<file path="config.mk">
export PLATFORM = sky130hd
export DESIGN_NAME = rx_line_capture
export DESIGN_NICKNAME = d
export VERILOG_FILES = /design/src/rtl/rx_pkg.sv /design/src/rtl/line_ram.sv /design/src/rtl/rx_line_capture.sv
export SDC_FILE = /design/constraint.sdc
export NUM_CORES = 2
export LEC_CHECK = 0
export ABC_CLOCK_PERIOD_IN_PS = 2500
export CAP_MARGIN = 20
export CORE_ASPECT_RATIO = 0.75
export CORE_MARGIN = 4
export CORE_UTILIZATION = 50
export DETAILED_ROUTE_END_ITERATION = 16
export PLACE_DENSITY = 0.69
export SETUP_SLACK_MARGIN = 0.15
export SLEW_MARGIN = 15
export SYNTH_ARGS = -nofsm -noshare
export SYNTH_HDL_FRONTEND = slang
export SYNTH_SLANG_ARGS = --single-unit
</file>
<file path="constraint.sdc">
create_clock -name i_clock -period 2.5 [get_ports i_clock]
set_input_delay 0.5 -clock i_clock [delete_from_list [all_inputs] [get_ports i_clock]]
set_output_delay 0.5 -clock i_clock [all_outputs]
set_load 0.01 [all_outputs]
</file>
<file path="src/rtl/rx_pkg.sv">
// Shared types and defaults for the receive line-capture block.
package rx_pkg;

  // Line-capture FSM states. The 3-bit encoding leaves two unused codes,
  // and the FSM sends both of them back to RX_INIT.
  typedef enum logic [2:0] {
    RX_INIT     = 3'd0,
    RX_IDLE     = 3'd1,
    RX_STORE    = 3'd2,
    RX_ACK      = 3'd3,
    RX_WAIT_CLR = 3'd4,
    RX_HOLD     = 3'd5
  } rx_state_t;

  localparam logic [7:0]  DEFAULT_TERMINATOR = 8'h0A;
  localparam int unsigned DEFAULT_MAX_LEN    = 64;

endpackage

</file>
<file path="src/rtl/line_ram.sv">
// 256x8 simple dual-port line buffer: one write port, one registered read port.
module line_ram (
  input  logic       i_clock,
  input  logic       i_reset,
  input  logic       i_we,
  input  logic [7:0] i_wr_addr,
  input  logic [7:0] i_wr_data,
  input  logic [7:0] i_rd_addr,
  output logic [7:0] o_rd_data
);

  logic [7:0] r_mem [256];
  logic [7:0] r_rd_data;

  // Write port: store one received byte at the current line position.
  // NOTE: the storage array has no reset; only the read register is cleared, so this still maps to block RAM.
  always_ff @(posedge i_clock) begin
    if (i_we) begin
      r_mem[i_wr_addr] <= i_wr_data;
    end
  end

  // Read port: synchronous read every cycle, zeroed by reset.
  always_ff @(posedge i_clock) begin
    if (i_reset) begin
      r_rd_data <= 8'h00;
    end else begin
      r_rd_data <= r_mem[i_rd_addr];
    end
  end

  assign o_rd_data = r_rd_data;

endmodule

</file>
<file path="src/rtl/rx_line_capture.sv">
// Drains bytes from a UART receiver holding register into a line buffer and
// presents each completed line to a consumer through a random-access read port.
module rx_line_capture
  import rx_pkg::*;
#(
  parameter int unsigned MAX_LEN    = DEFAULT_MAX_LEN,
  parameter logic [7:0]  TERMINATOR = DEFAULT_TERMINATOR
) (
  input  logic       i_clock,
  input  logic       i_reset,
  input  logic       i_rx_full,
  input  logic [7:0] i_rx_data,
  output logic       o_rx_clear,
  output logic       o_line_ready,
  output logic [7:0] o_line_length,
  input  logic [7:0] i_rd_addr,
  output logic [7:0] o_rd_data,
  input  logic       i_line_taken,
  output logic       o_overrun
);

  localparam logic [7:0] MAX_LEN_B = 8'(MAX_LEN);

  rx_state_t  r_state;
  logic [7:0] r_count;
  logic       r_done;
  logic       r_rx_clear;
  logic       r_line_ready;
  logic [7:0] r_line_length;
  logic       r_overrun;

  logic       w_we;
  logic [7:0] w_count_inc;

  // Count stays below MAX_LEN while in RX_STORE, so the increment never wraps.
  assign w_count_inc = r_count + 8'd1;
  assign w_we        = (r_state == RX_STORE) && (i_rx_data != TERMINATOR);

  line_ram u_line_ram (
    .i_clock   (i_clock),
    .i_reset   (i_reset),
    .i_we      (w_we),
    .i_wr_addr (r_count),
    .i_wr_data (i_rx_data),
    .i_rd_addr (i_rd_addr),
    .o_rd_data (o_rd_data)
  );

  // Line-capture FSM with its counter and registered handshake/status outputs.
  // NOTE: sequential state uses non-blocking (<=) so every register samples pre-edge values.
  always_ff @(posedge i_clock) begin
    if (i_reset) begin
      r_state       <= RX_INIT;
      r_count       <= 8'd0;
      r_done        <= 1'b0;
      r_rx_clear    <= 1'b0;
      r_line_ready  <= 1'b0;
      r_line_length <= 8'd0;
      r_overrun     <= 1'b0;
    end else begin
      // RxClear is a single-cycle pulse unless a state below re-arms it.
      r_rx_clear <= 1'b0;
      case (r_state)
        RX_INIT: begin
          r_count      <= 8'd0;
          r_line_ready <= 1'b0;
          r_done       <= 1'b0;
          r_state      <= RX_IDLE;
        end

        RX_IDLE: begin
          if (i_rx_full) begin
            r_state <= RX_STORE;
          end
        end

        RX_STORE: begin
          if (i_rx_data == TERMINATOR) begin
            // Terminator is consumed but never written; an empty line is discarded.
            if (r_count == 8'd0) begin
              r_done <= 1'b0;
            end else begin
              r_line_length <= r_count;
              r_done        <= 1'b1;
            end
          end else begin
            r_count <= w_count_inc;
            if (w_count_inc == MAX_LEN_B) begin
              r_line_length <= MAX_LEN_B;
              r_done        <= 1'b1;
            end else begin
              r_done <= 1'b0;
            end
          end
          r_rx_clear <= 1'b1;
          r_state    <= RX_ACK;
        end

        RX_ACK: begin
          r_state <= RX_WAIT_CLR;
        end

        RX_WAIT_CLR: begin
          // Wait for the receiver to release the byte so it is never captured twice.
          if (!i_rx_full) begin
            if (r_done) begin
              r_line_ready <= 1'b1;
              r_state      <= RX_HOLD;
            end else begin
              r_state <= RX_IDLE;
            end
          end
        end

        RX_HOLD: begin
          // Release takes priority: a byte arriving with LineTaken is captured, not dropped.
          if (i_line_taken) begin
            r_count      <= 8'd0;
            r_line_ready <= 1'b0;
            r_overrun    <= 1'b0;
            r_done       <= 1'b0;
            r_state      <= RX_IDLE;
          end else if (i_rx_full) begin
            // Buffer is occupied: acknowledge and drop the byte, then come back here via Done.
            r_overrun  <= 1'b1;
            r_rx_clear <= 1'b1;
            r_state    <= RX_ACK;
          end
        end

        default: begin
          r_state <= RX_INIT;
        end
      endcase
    end
  end

  assign o_rx_clear    = r_rx_clear;
  assign o_line_ready  = r_line_ready;
  assign o_line_length = r_line_length;
  assign o_overrun     = r_overrun;

endmodule

</file>
==> flow_metrics.env <==
export IMPL_grt_max_degree=205
export IMPL_slew_limit_headroom_pct=22.6
export IMPL_setup_viol=0
export IMPL_crit_path_end="u_line_ram.o_rd_data[3]"
export IMPL_clock_skew_ps=41.9
export IMPL_synth_ff_type="edfxtp_1"
export IMPL_yosys_top_cells_area="edfxtp_1, mux4_2, mux2i_1"
export IMPL_drv_cap=0
export IMPL_numCtsBuffers=188
export IMPL_cp_num_buf_inv=6
export IMPL_async_flop_share_pct=0
export IMPL_cts_buffer_depth=3
export IMPL_finalHoldViolations=0
export IMPL_ctsRootBufferMaster="clkbuf_16"
export IMPL_worstSetupStartpointType="primary input"
export IMPL_path_clk_slew_ps=60
export IMPL_grt_setup_unrepaired="yes"
export IMPL_synthCells=4173
export IMPL_routed_wl_um=234000
export IMPL_tns_ps=0
export IMPL_cp_common_cell="buf_4"
export IMPL_worstReg2RegEnd="u_line_ram.o_rd_data[5]"
export IMPL_drc=0
export IMPL_synth_area_leader_cell="edfxtp_1"
export IMPL_place_hpwl_um=152000
export IMPL_p_seq_share_pct=54.4
export IMPL_path_class="in2reg"
export IMPL_synth_avg_cell_area_sq_um=19.6
export IMPL_cp_end_kind="flop"
export IMPL_timing_critical_path_from="i_rd_addr[3]"
export IMPL_grt_antenna_before_repair=14
export IMPL_p_switching_mw=15.2
export IMPL_hold_ws_ps=172
export IMPL_worst_slew_pin_slew_ps=1160
export IMPL_die_h_um=358
export IMPL_track_usage_pct=27.4
export IMPL_clk_latency_ps=840
export IMPL_cp_top_family="buffers and inverters"
export IMPL_ctsHtreeMaxLevel=4
export IMPL_ir_drop_uv=797
export IMPL_grt_pass1_wl_um=331000
export IMPL_port_buffers=38
export IMPL_synth_edff_count=2048
export IMPL_dieArea_sq_um=170000
export IMPL_yosysWarnings=0
export IMPL_grt_pass1_vias=45100
export IMPL_grt_ovfl_total=0
export IMPL_dr_pass1_iters=8
export IMPL_swShare_pct=21.5
export IMPL_wl_per_cell_um=32.0
export IMPL_power_density_nw_per_um2=716
export IMPL_hp_class="in2reg"
export IMPL_p_leak_nw=32.6
export IMPL_drv_slew=0
export IMPL_synth_fp_nets=4198
export IMPL_ff2ff_setup_slack_ps=170
export IMPL_cp_required_ps=3170
export IMPL_gp_congestion=0.952
export IMPL_syn2layout_area_growth_pct=20.4
export IMPL_status="completed"
export IMPL_ys_ff_latch=2079
export IMPL_start_util_pct=50.3
export IMPL_fin_crit_ps=2440
export IMPL_syn_area_sq_um=81800
export IMPL_ys_seq_area_share_pct=75.9
export IMPL_worstRegToRegCells=9
export IMPL_timing_rr_start="u_line_ram.r_mem[127][5]"
export IMPL_crit_slowest_cell="clkdlybuf4s50_1"
export IMPL_combPwrFrac_pct=6.0
export IMPL_layout_drive_gt1_share_pct=32.9
export IMPL_io_pins=39
export IMPL_die_w_um=475
export IMPL_arrival_ps=3110
export IMPL_final_nets=5041
export IMPL_synth_distinct_cells=72
export IMPL_rows=128
export IMPL_hold_buffers=0
export IMPL_cts_sinks=2079
export IMPL_antenna_left=0
export IMPL_vias=46700
export IMPL_viasPerCell=6.39
export IMPL_cp_cell_sequence="clkdlybuf4s50_1 -> buf_12 -> nor3b_1 -> buf_4 -> nand2_1 -> buf_12 -> buf_4 -> o22ai_1 -> buf_4 -> nor3_1 -> o2111ai_2 -> o22ai_1"
export IMPL_core_area_sq_um=163000
export IMPL_netlist_area_leader_share_pct=75.2
export IMPL_p_clk_share_pct=39.6
export IMPL_critical_path_depth=12
export IMPL_critPathMaxStageDelay_ps=500
export IMPL_path_max_fanout=13
export IMPL_fillers=11200
export IMPL_post_route_period_util_pct=97.6
export IMPL_cts_tree="built"
export IMPL_first_iter_violations=7407
export IMPL_p_int_mw=55.3
export IMPL_fmax_mhz=410
==> logic make-up (layout without fill, tap and decap cells) <==
logic type,Yosys count,in the layout,synth area share (%)
other,0,6,0
AND/OR/NAND/NOR,663,663,3.66
buffers and inverters,266,1259,2.23
AO/OA/AOI/OAI,472,472,4.06
multiplexers,687,687,14.1
flip-flops,2079,2079,75.9
adder cells (fa/ha/maj),5,5,0.0765
XOR/XNOR,1,1,0.0107
==> layout make-up <==
| type | count | area (sq um) | share of cell area [%] |
|---|---|---|---|
| clock inverters | 96 | 790 | 0.802 |
| repair buffers | 912 | 8930 | 9.06 |
| diodes | 6 | 15.0 | 0.0152 |
| well taps | 2145 | 2680 | 2.72 |
| multi-input cells | 1828 | 18900 | 19.2 |
| flip-flops and latches | 2079 | 62100 | 63.1 |
| inverters | 7 | 30.0 | 0.0305 |
| clock buffers | 244 | 5040 | 5.12 |
==> per-layer routing <==
layer  global-route usage, %  routed length, um  up-vias
li1                        -                  -    19000
met1                    40.4              92000    24100
met2                    39.2             103000     3211
met3                    7.64              30700      426
met4                    10.0               8470        4
met5                       0                 29        -
==> power by group through the flow <==
stage	clock, mW	combinational [mW]	sequential [mW]
2_1_floorplan	0	1.85	39.1
3_5_place_dp	0	4.07	39.1
3_3_place_gp	0	4.02	39.1
4_1_cts	28.2	4.09	38.3
6_report	27.9	4.21	38.3
5_1_grt	29.8	4.37	38.3
==> stage by stage <==
step / area (sq um) / util (%) / total power [mW] / instances / setup WS [ps]
6_report: 98500 / 60.6 / 70.5 / 7317 / 58.8
5_1_grt: 98500 / 60.6 / 72.5 / 7312 / 29.6
4_1_cts: 97700 / 60.1 / 70.6 / 7282 / 50.1
3_5_place_dp: 91500 / 56.3 / 43.2 / 6942 / -918
3_3_place_gp: 91500 / 56.3 / 43.1 / 6941 / -1120
2_1_floorplan: 82000 / - / 40.9 / 4173 / 136
==> registers in the layout, indices dropped and copies added (netlist names) <==
register              count
r_state                   3
o_line_length             8
r_done                    1
r_count                   8
o_overrun                 1
o_line_ready              1
u_line_ram.r_mem       2048
o_rx_clear                1
u_line_ram.o_rd_data      8
==> placed cells by master, fill, tap and decap left out, types with 15 or more instances in the layout <==
master | netlist | final
buf_12 | 17 | 150
mux4_2 | 335 | 335
clkdlybuf4s50_1 | 0 | 20
nor2_2 | 0 | 86
clkbuf_1 | 125 | 50
nor3_1 | 70 | 66
mux4_1 | 26 | 26
a21oi_1 | 70 | 68
a22oi_1 | 51 | 49
mux2i_1 | 321 | 321
o221ai_1 | 67 | 65
nor2_1 | 320 | 170
buf_4 | 12 | 715
clkbuf_16 | 0 | 196
clkinv_1 | 1 | 41
nor4_1 | 19 | 15
clkinv_2 | 0 | 34
nor2_4 | 0 | 64
o21ai_0 | 44 | 44
nand2b_1 | 19 | 18
a211oi_1 | 51 | 49
o22ai_1 | 112 | 110
nand2_1 | 106 | 99
nand4_1 | 21 | 21
dfxtp_1 | 31 | 23
nand3_1 | 42 | 39
edfxtp_1 | 2048 | 2048
==> worst min-delay path by stage <==
stage	from	end	slack, ps	cells past startpoint
after global routing	i_rx_data[4]	u_line_ram.r_mem[57][4]	140	2
after global placement	o_line_length[0]	o_line_length[0]	460	2
after floorplan	o_line_length[0]	o_line_length[0]	490	2
after CTS	i_rx_data[4]	u_line_ram.r_mem[57][4]	110	2
after detailed placement	o_line_length[0]	o_line_length[0]	460	2
final	i_rx_data[4]	u_line_ram.r_mem[57][4]	170	2
==> synth_stat cells, types with 21 or more instances <==
master and instances:
edfxtp_1 2048, mux4_2 335, mux2i_1 321, nor2_1 320, clkbuf_1 125, o22ai_1 112
nand2_1 106, a21oi_1 70, nor3_1 70, o221ai_1 67, a211oi_1 51, a22oi_1 51
buf_2 46, o21ai_0 44, nand3_1 42, dfxtp_1 31, buf_6 28, mux4_1 26
buf_8 21, nand4_1 21
==> what timing repair did <==
action / CTS / global route
setup buffers: 0 / 26
setup endpoints to repair: 575 / 806
cloned: 0 / 3
pin swaps: 4 / 32
gates resized for setup: 134 / 72
Power figures use the tool's default switching activity.
